File: src/rtl/mem_arb_pkg.sv
// Shared definitions for the two-port data-memory arbiter: access sizes,
// FSM states and the natural-alignment rule.
package mem_arb_pkg;

   typedef enum logic [1:0] {
      MT_BYTE  = 2'b00,
      MT_HALF  = 2'b01,
      MT_WORD  = 2'b10,
      MT_DWORD = 2'b11
   } mem_type_e;

   typedef enum logic [1:0] {
      S_IDLE   = 2'b00,
      S_ACCESS = 2'b01,
      S_RESP   = 2'b10
   } arb_state_e;

   // An access is aligned when the low address bits below its size are zero.
   function automatic logic is_aligned(input mem_type_e t, input logic [2:0] a);
      logic ok;
      case (t)
         MT_BYTE: ok = 1'b1;
         MT_HALF: ok = (a[0] == 1'b0);
         MT_WORD: ok = (a[1:0] == 2'b00);
         default: ok = (a == 3'b000);
      endcase
      return ok;
   endfunction

endpackage

File: src/rtl/data_mem_arbiter_if.sv
// Requester-side bus of the data-memory arbiter: two request ports sharing
// one response channel.
interface data_mem_arbiter_if #(
   parameter int ADDR_W = 64,
   parameter int DATA_W = 64
);
   logic [1:0]             req_valid;
   logic [1:0]             req_ready;
   logic [1:0]             req_write;
   logic [1:0][1:0]        req_type;
   logic [1:0][ADDR_W-1:0] req_addr;
   logic [1:0][DATA_W-1:0] req_wdata;
   logic [1:0]             resp_valid;
   logic [DATA_W-1:0]      resp_rdata;
   logic                   resp_err;

   modport master (
      output req_valid, req_write, req_type, req_addr, req_wdata,
      input  req_ready, resp_valid, resp_rdata, resp_err
   );

   modport slave (
      input  req_valid, req_write, req_type, req_addr, req_wdata,
      output req_ready, resp_valid, resp_rdata, resp_err
   );
endinterface

File: src/rtl/rr_arbiter2.sv
// Two-way round-robin grant. On a tie the port that was not granted last wins;
// the history bit resets to 1 so port 0 wins the first tie.
module rr_arbiter2 (
   input  logic       clk,
   input  logic       reset,
   input  logic [1:0] req_i,
   input  logic       en_i,
   output logic [1:0] gnt_o
);
   logic last_q, last_d;

   always_comb begin
      // NOTE: every output gets a default first, so no path leaves it unassigned and no latch is inferred.
      gnt_o  = 2'b00;
      last_d = last_q;
      case (req_i)
         2'b01:   gnt_o = 2'b01;
         2'b10:   gnt_o = 2'b10;
         2'b11:   gnt_o = last_q ? 2'b01 : 2'b10;
         default: gnt_o = 2'b00;
      endcase
      if (en_i && (|req_i)) last_d = gnt_o[1];
   end

   always_ff @(posedge clk) begin
      // NOTE: state registers use non-blocking assignments so every flop samples pre-edge values.
      if (reset) last_q <= 1'b1;
      else       last_q <= last_d;
   end
endmodule

File: src/rtl/data_mem_arbiter.sv
// Shares one combinational-read DataMemory between the core LSU (port 0) and a
// debug/DMA port (port 1): grant, one memory cycle, one response cycle.
module data_mem_arbiter
   import mem_arb_pkg::*;
#(
   parameter int ADDR_W = 64,
   parameter int DATA_W = 64
) (
   input  logic              clk,
   input  logic              reset,
   data_mem_arbiter_if.slave req_if,
   output logic              mem_read,
   output logic              mem_write,
   output logic [1:0]        MemType,
   output logic [ADDR_W-1:0] address,
   output logic [DATA_W-1:0] write_data,
   input  logic [DATA_W-1:0] read_data
);
   arb_state_e        state_q, state_d;
   logic              port_q, port_d;
   logic              write_q, write_d;
   mem_type_e         type_q, type_d;
   logic [ADDR_W-1:0] addr_q, addr_d;
   logic [DATA_W-1:0] wdata_q, wdata_d;
   logic [DATA_W-1:0] rdata_q, rdata_d;
   logic              err_q, err_d;

   logic [1:0] gnt;
   logic       gnt_idx;
   logic       grant_en;
   logic [1:0] ready_c;
   logic [1:0] resp_valid_c;
   logic       mem_read_c, mem_write_c;

   assign gnt_idx = gnt[1];

   rr_arbiter2 u_rr (
      .clk   (clk),
      .reset (reset),
      .req_i (req_if.req_valid),
      .en_i  (grant_en),
      .gnt_o (gnt)
   );

   always_comb begin
      state_d      = state_q;
      port_d       = port_q;
      write_d      = write_q;
      type_d       = type_q;
      addr_d       = addr_q;
      wdata_d      = wdata_q;
      rdata_d      = rdata_q;
      err_d        = err_q;
      grant_en     = 1'b0;
      ready_c      = 2'b00;
      resp_valid_c = 2'b00;
      mem_read_c   = 1'b0;
      mem_write_c  = 1'b0;
      case (state_q)
         S_IDLE: begin
            // No grant while reset is held, so nothing is accepted and then abandoned.
            grant_en = (|req_if.req_valid) && !reset;
            if (grant_en) begin
               ready_c = gnt;
               port_d  = gnt_idx;
               write_d = req_if.req_write[gnt_idx];
               type_d  = mem_type_e'(req_if.req_type[gnt_idx]);
               addr_d  = req_if.req_addr[gnt_idx];
               wdata_d = req_if.req_wdata[gnt_idx];
               rdata_d = '0;
               err_d   = !is_aligned(mem_type_e'(req_if.req_type[gnt_idx]),
                                     req_if.req_addr[gnt_idx][2:0]);
               state_d = err_d ? S_RESP : S_ACCESS;
            end
         end
         S_ACCESS: begin
            // Strobes stay ungated by reset: a write on the reset edge still commits.
            mem_write_c = write_q;
            mem_read_c  = !write_q;
            rdata_d     = write_q ? '0 : read_data;
            state_d     = S_RESP;
         end
         S_RESP: begin
            resp_valid_c[port_q] = !reset;
            state_d              = S_IDLE;
         end
         default: state_d = S_IDLE;
      endcase
   end

   always_ff @(posedge clk) begin
      if (reset) begin
         state_q <= S_IDLE;
         port_q  <= 1'b0;
         write_q <= 1'b0;
         type_q  <= MT_BYTE;
         addr_q  <= '0;
         wdata_q <= '0;
         rdata_q <= '0;
         err_q   <= 1'b0;
      end else begin
         state_q <= state_d;
         port_q  <= port_d;
         write_q <= write_d;
         type_q  <= type_d;
         addr_q  <= addr_d;
         wdata_q <= wdata_d;
         rdata_q <= rdata_d;
         err_q   <= err_d;
      end
   end

   assign req_if.req_ready  = ready_c;
   assign req_if.resp_valid = resp_valid_c;
   assign req_if.resp_rdata = rdata_q;
   assign req_if.resp_err   = err_q;
   assign mem_read          = mem_read_c;
   assign mem_write         = mem_write_c;
   assign MemType           = type_q;
   assign address           = addr_q;
   assign write_data        = wdata_q;
endmodule

File: src/flat_wrapper.sv
// flat-port wrapper written by rule: the top's interface ports become plain ports
module data_mem_arbiter_flat import mem_arb_pkg::*;
#(
   parameter int ADDR_W = 64,
   parameter int DATA_W = 64
)
  (clk, reset, mem_read, mem_write, MemType, address, write_data, read_data, req_if_req_valid, req_if_req_write, req_if_req_type, req_if_req_addr, req_if_req_wdata, req_if_req_ready, req_if_resp_valid, req_if_resp_rdata, req_if_resp_err);
  data_mem_arbiter_if #(.ADDR_W(ADDR_W), .DATA_W(DATA_W)) req_if_i ();
  input  logic clk;
  input  logic reset;
  output logic mem_read;
  output logic mem_write;
  output logic [1:0] MemType;
  output logic [ADDR_W-1:0] address;
  output logic [DATA_W-1:0] write_data;
  input  logic [DATA_W-1:0] read_data;
  input wire logic [$bits(req_if_i.req_valid)-1:0] req_if_req_valid;
  input wire logic [$bits(req_if_i.req_write)-1:0] req_if_req_write;
  input wire logic [$bits(req_if_i.req_type)-1:0] req_if_req_type;
  input wire logic [$bits(req_if_i.req_addr)-1:0] req_if_req_addr;
  input wire logic [$bits(req_if_i.req_wdata)-1:0] req_if_req_wdata;
  output wire logic [$bits(req_if_i.req_ready)-1:0] req_if_req_ready;
  output wire logic [$bits(req_if_i.resp_valid)-1:0] req_if_resp_valid;
  output wire logic [$bits(req_if_i.resp_rdata)-1:0] req_if_resp_rdata;
  output wire logic [$bits(req_if_i.resp_err)-1:0] req_if_resp_err;
  assign req_if_i.req_valid = req_if_req_valid;
  assign req_if_i.req_write = req_if_req_write;
  assign req_if_i.req_type = req_if_req_type;
  assign req_if_i.req_addr = req_if_req_addr;
  assign req_if_i.req_wdata = req_if_req_wdata;
  assign req_if_req_ready = req_if_i.req_ready;
  assign req_if_resp_valid = req_if_i.resp_valid;
  assign req_if_resp_rdata = req_if_i.resp_rdata;
  assign req_if_resp_err = req_if_i.resp_err;
  data_mem_arbiter #(.ADDR_W(ADDR_W), .DATA_W(DATA_W)) u_core (.clk(clk), .reset(reset), .req_if(req_if_i), .mem_read(mem_read), .mem_write(mem_write), .MemType(MemType), .address(address), .write_data(write_data), .read_data(read_data));
endmodule
File: config.mk
export PLATFORM = sky130hd
export DESIGN_NAME = data_mem_arbiter_flat
export DESIGN_NICKNAME = d
export VERILOG_FILES = /design/src/rtl/mem_arb_pkg.sv /design/src/rtl/data_mem_arbiter_if.sv /design/src/rtl/rr_arbiter2.sv /design/src/rtl/data_mem_arbiter.sv /design/src/flat_wrapper.sv
export SDC_FILE = /design/constraint.sdc
export NUM_CORES = 1
export LEC_CHECK = 0
export CELL_PAD_IN_SITES_DETAIL_PLACEMENT = 0
export CELL_PAD_IN_SITES_GLOBAL_PLACEMENT = 2
export CORE_MARGIN = 2
export CORE_UTILIZATION = 20
export DETAILED_ROUTE_END_ITERATION = 10
export PLACE_DENSITY = 0.85
export SLEW_MARGIN = 20
export SYNTH_ARGS = -nofsm -noshare
export SYNTH_HDL_FRONTEND = slang
export SYNTH_SLANG_ARGS = --single-unit
File: constraint.sdc
create_clock -name clk -period 1.9 [get_ports clk]
set_clock_uncertainty 0.1 [all_clocks]
set_input_delay 0.38 -clock clk [delete_from_list [all_inputs] [get_ports clk]]
set_output_delay 0.38 -clock clk [all_outputs]
set_load 0.01 [all_outputs]
==> summary.md <==
| Metric | Value |
|---|---|
| Non-Filler Instances | `1903` |
| Slew margin rel. | `63.4%` |
| Post-Synthesis Cells | `836` |
| Routed Antenna Nets | `0` |
| DP Area | `~0.015 mm2` |
| Max incr delay on CP | `0.53 ns` |
| Initial Utilization | `20.2%` |
| CP Class | `reg -> out` |
| Largest net degree at the start of global routing | `91` |
| Final core area utilization | `36.4%` |
| Root buf cell | `clkbuf_16` |
| P per Cell Area | `759 mW/mm2` |
| Hold WC Path Type | `in -> reg` |
| Clk slew on worst S/H paths | `0.07 ns` |
| MaxCap Viol Count | `0` |
| Wire per inst | `17.5 um` |
| Post-synth EDFFs | `0` |
| Crit path launch type | `register` |
| Flops & latches, synth | `200` |
| Nets | `roughly 1700` |
| Hold WS | `0.376 ns` |
| Sequential element share of the synthesized area | `about 47%` |
| Drt first pass iters | `5` |
| Leak | `5.83 nW` |
| Layout cells sized above 1 | `11.2%` |
| Core area | `about 0.042 mm2` |
| Global route overflow | `0` |
| Fin crit period | `about 2.1 ns` |
| Arrival @ worst endpoint | `1.57 ns` |
| Failing checks | `negative setup slack` |
| Vias/cell | `4.29` |
| Area Growth Syn to Fin | `80.1%` |
| CTS sink count | `200` |
| Clk_lat worst skew | `between 0.4 and 0.5 ns` |
| Crit path cell chain | `or4_4 -> nor2_4 -> buf_6` |
| Final-report hold violation count | `0` |
| CTS H-tree lvls | `4` |
| Total power | `11.6 mW` |
| Slew @ Worst Pin | `between 0.5 and 0.6 ns` |
| Dpl ws | `-0.815 ns` |
| Clk buf depth | `2` |
| Die footprint | `around 0.044 mm2` |
| Die width | `210 um` |
| Syn Area/Cell | `about 10 um2` |
| IO buf count | `530` |
| CTS tree | `yes` |
| Tcrit/Tclk final | `108%` |
| Fmax | `487 MHz` |
| Synth Warn # | `0` |
| Total CTS buffers | `17` |
| CP required | `~1.4 ns` |
| Detailed Route WL | `~33 mm` |
| Distinct cell type count of the synthesized netlist | `32` |
| Fin worst setup slack | `-0.154 ns` |
| Initial DRC count | `318` |
| Syn_nets | `1166` |
| Cells after DPL | `around 1900` |
| Ys flop type | `dfxtp_1` |
| Netlist Area Pre-Place | `0.00846 mm2` |
| Tot GR Track Use | `between 10% and 20%` |
| DRC Markers | `0` |
| Crit end category | `output port` |
| Die height | `210 um` |
| Status | `finished, violations left` |
| Number of fill cells | `4283` |
| Dpl hpwl | `approximately 25 mm` |
| Asr flop ratio synth | `0%` |
| CP max FO | `2` |
| Slew Limit Fails | `0` |
| Initial antenna violation count | `2` |
| Max IR drop VDD | `0.506 mV` |
| Final GP Congestion | `0.804` |
| Setup TNS | `-0.217 ns` |
| Global-route wire length before repair | `47.8 mm` |
| RSZ-0062 raised after global routing | `yes` |
| Core Rows | `75` |
| Final Instance Area | `0.0152 mm2` |
| # IOs | `531` |
| Number of global-route vias before repair | `8034` |
| Final setup violation count | `2` |
| Master of the slowest instance on the critical path | `or4_4` |
| Via count | `8168` |
[worst paths after layout]
check / from / end / slack, ns / depth (start not counted)
worst max register to register: u_core.state_q[1]$_SDFFE_PP0P_ / u_core.address[25]$_SDFFE_PP0P_ / 0.08 / 7
worst min-delay path: reset / u_core.state_q[0]$_SDFFE_PP0P_ / 0.38 / 4
worst min register to register: u_core.address[0]$_SDFFE_PP0P_ / u_core.address[0]$_SDFFE_PP0P_ / 0.38 / 2
worst max-delay path: u_core.state_q[0]$_SDFFE_PP0P_ / req_if_req_ready[0] / -0.15 / 3
[worst max-delay path, delay by kind of cell, from the launching register on]
family                 cells  cell delay, ns
DFF                        1            0.32
and+or+nand+nor            2            0.68
buffers and inverters      1            0.12
[report_power, final]
part           switching (mW)  internal [mW]
sequential              0.192           4.55
clock                    1.77           1.80
combinational            1.40           1.85
[cell usage in the layout (no fill, tap or decap), types with 2 or more instances in the layout]
cell             Yosys  final
mux2i_1            131    131
a21oi_1              2      2
clkinvlp_4           0      3
inv_1                3      3
dlygate4sd2_1        0     22
clkinv_2             0      4
inv_6                0      3
a22oi_1             64     64
dfxtp_2              0      4
buf_2               31      3
nor2_4               0      2
dfxtp_1            200    196
o21ai_1              5      5
nand2_1              4      4
clkbuf_16            0     19
a211oi_2            54     54
dlymetal6s2s_1       0     18
nand3b_1             5      5
buf_12               0     17
clkbuf_8             0      4
a21o_1               2      2
o21ai_0              2      2
nor2_1             195    193
buf_6                8      5
buf_4               19     25
clkdlybuf4s50_1      0    483
inv_8                0      2
a211oi_1            73     73
[cells in the mapped netlist, drive strengths merged (2+ instances only)]
cell type / count / area, um2
dfxtp: 200 / 4000
nor2: 195 / 732
mux2i: 131 / 1310
a211oi: 127 / 1220
a22oi: 64 / 480
buf: 59 / 392
clkbuf: 23 / 86.3
o21ai: 7 / 35.0
nand3b: 5 / 37.5
nand2: 4 / 15.0
inv: 3 / 11.3
a21o: 2 / 15.0
a21oi: 2 / 10.0
[flip-flops by register name (all words and copies together) (netlist names)]
name,flops
u_core.write_q,1
u_core.u_rr.last_q,1
u_core.state_q,2
u_core.port_q,1
u_core.MemType,2
u_core.req_if.resp_rdata,64
u_core.req_if.resp_err,1
u_core.address,64
u_core.write_data,64
[layer usage]
metal	global-route usage (%)	vias to the layer above	part of all wire, %
met5	0	-	0.042
met4	4.50	2	1.6
met3	4.67	30	7.2
met2	25.0	296	50
met1	16.4	3802	41
li1	-	4038	-
[cell type report]
class / instances / area (um2) / area share, %
flip-flops and latches: 200 / 4010 / 26.3
well taps: 539 / 674 / 4.43
clock buffers: 20 / 467 / 3.06
repair buffers: 577 / 5940 / 39.0
diodes: 1 / 2.50 / 0.0164
inverters: 3 / 11.3 / 0.0739
multi-input cells: 551 / 4040 / 26.5
clock inverters: 12 / 91.3 / 0.599
[timing repair]
action / 4_1_cts / 5_1_grt
endpoints found under the setup margin: 143 / 141
setup buffers: 1 / 6
pin swaps: 6 / 3
hold buffers: 0 / 0
cloned: 0 / 2
resized for setup: 60 / 23
[cell families after synthesis]
family	share of synthesized area (%)
flip-flops	47.3
AO/OA/AOI/OAI	21.4
multiplexers	15.6
buffers and inverters	5.78
AND/OR/NAND/NOR	9.86
No activity file was read; power rests on OpenSTA's default activity.
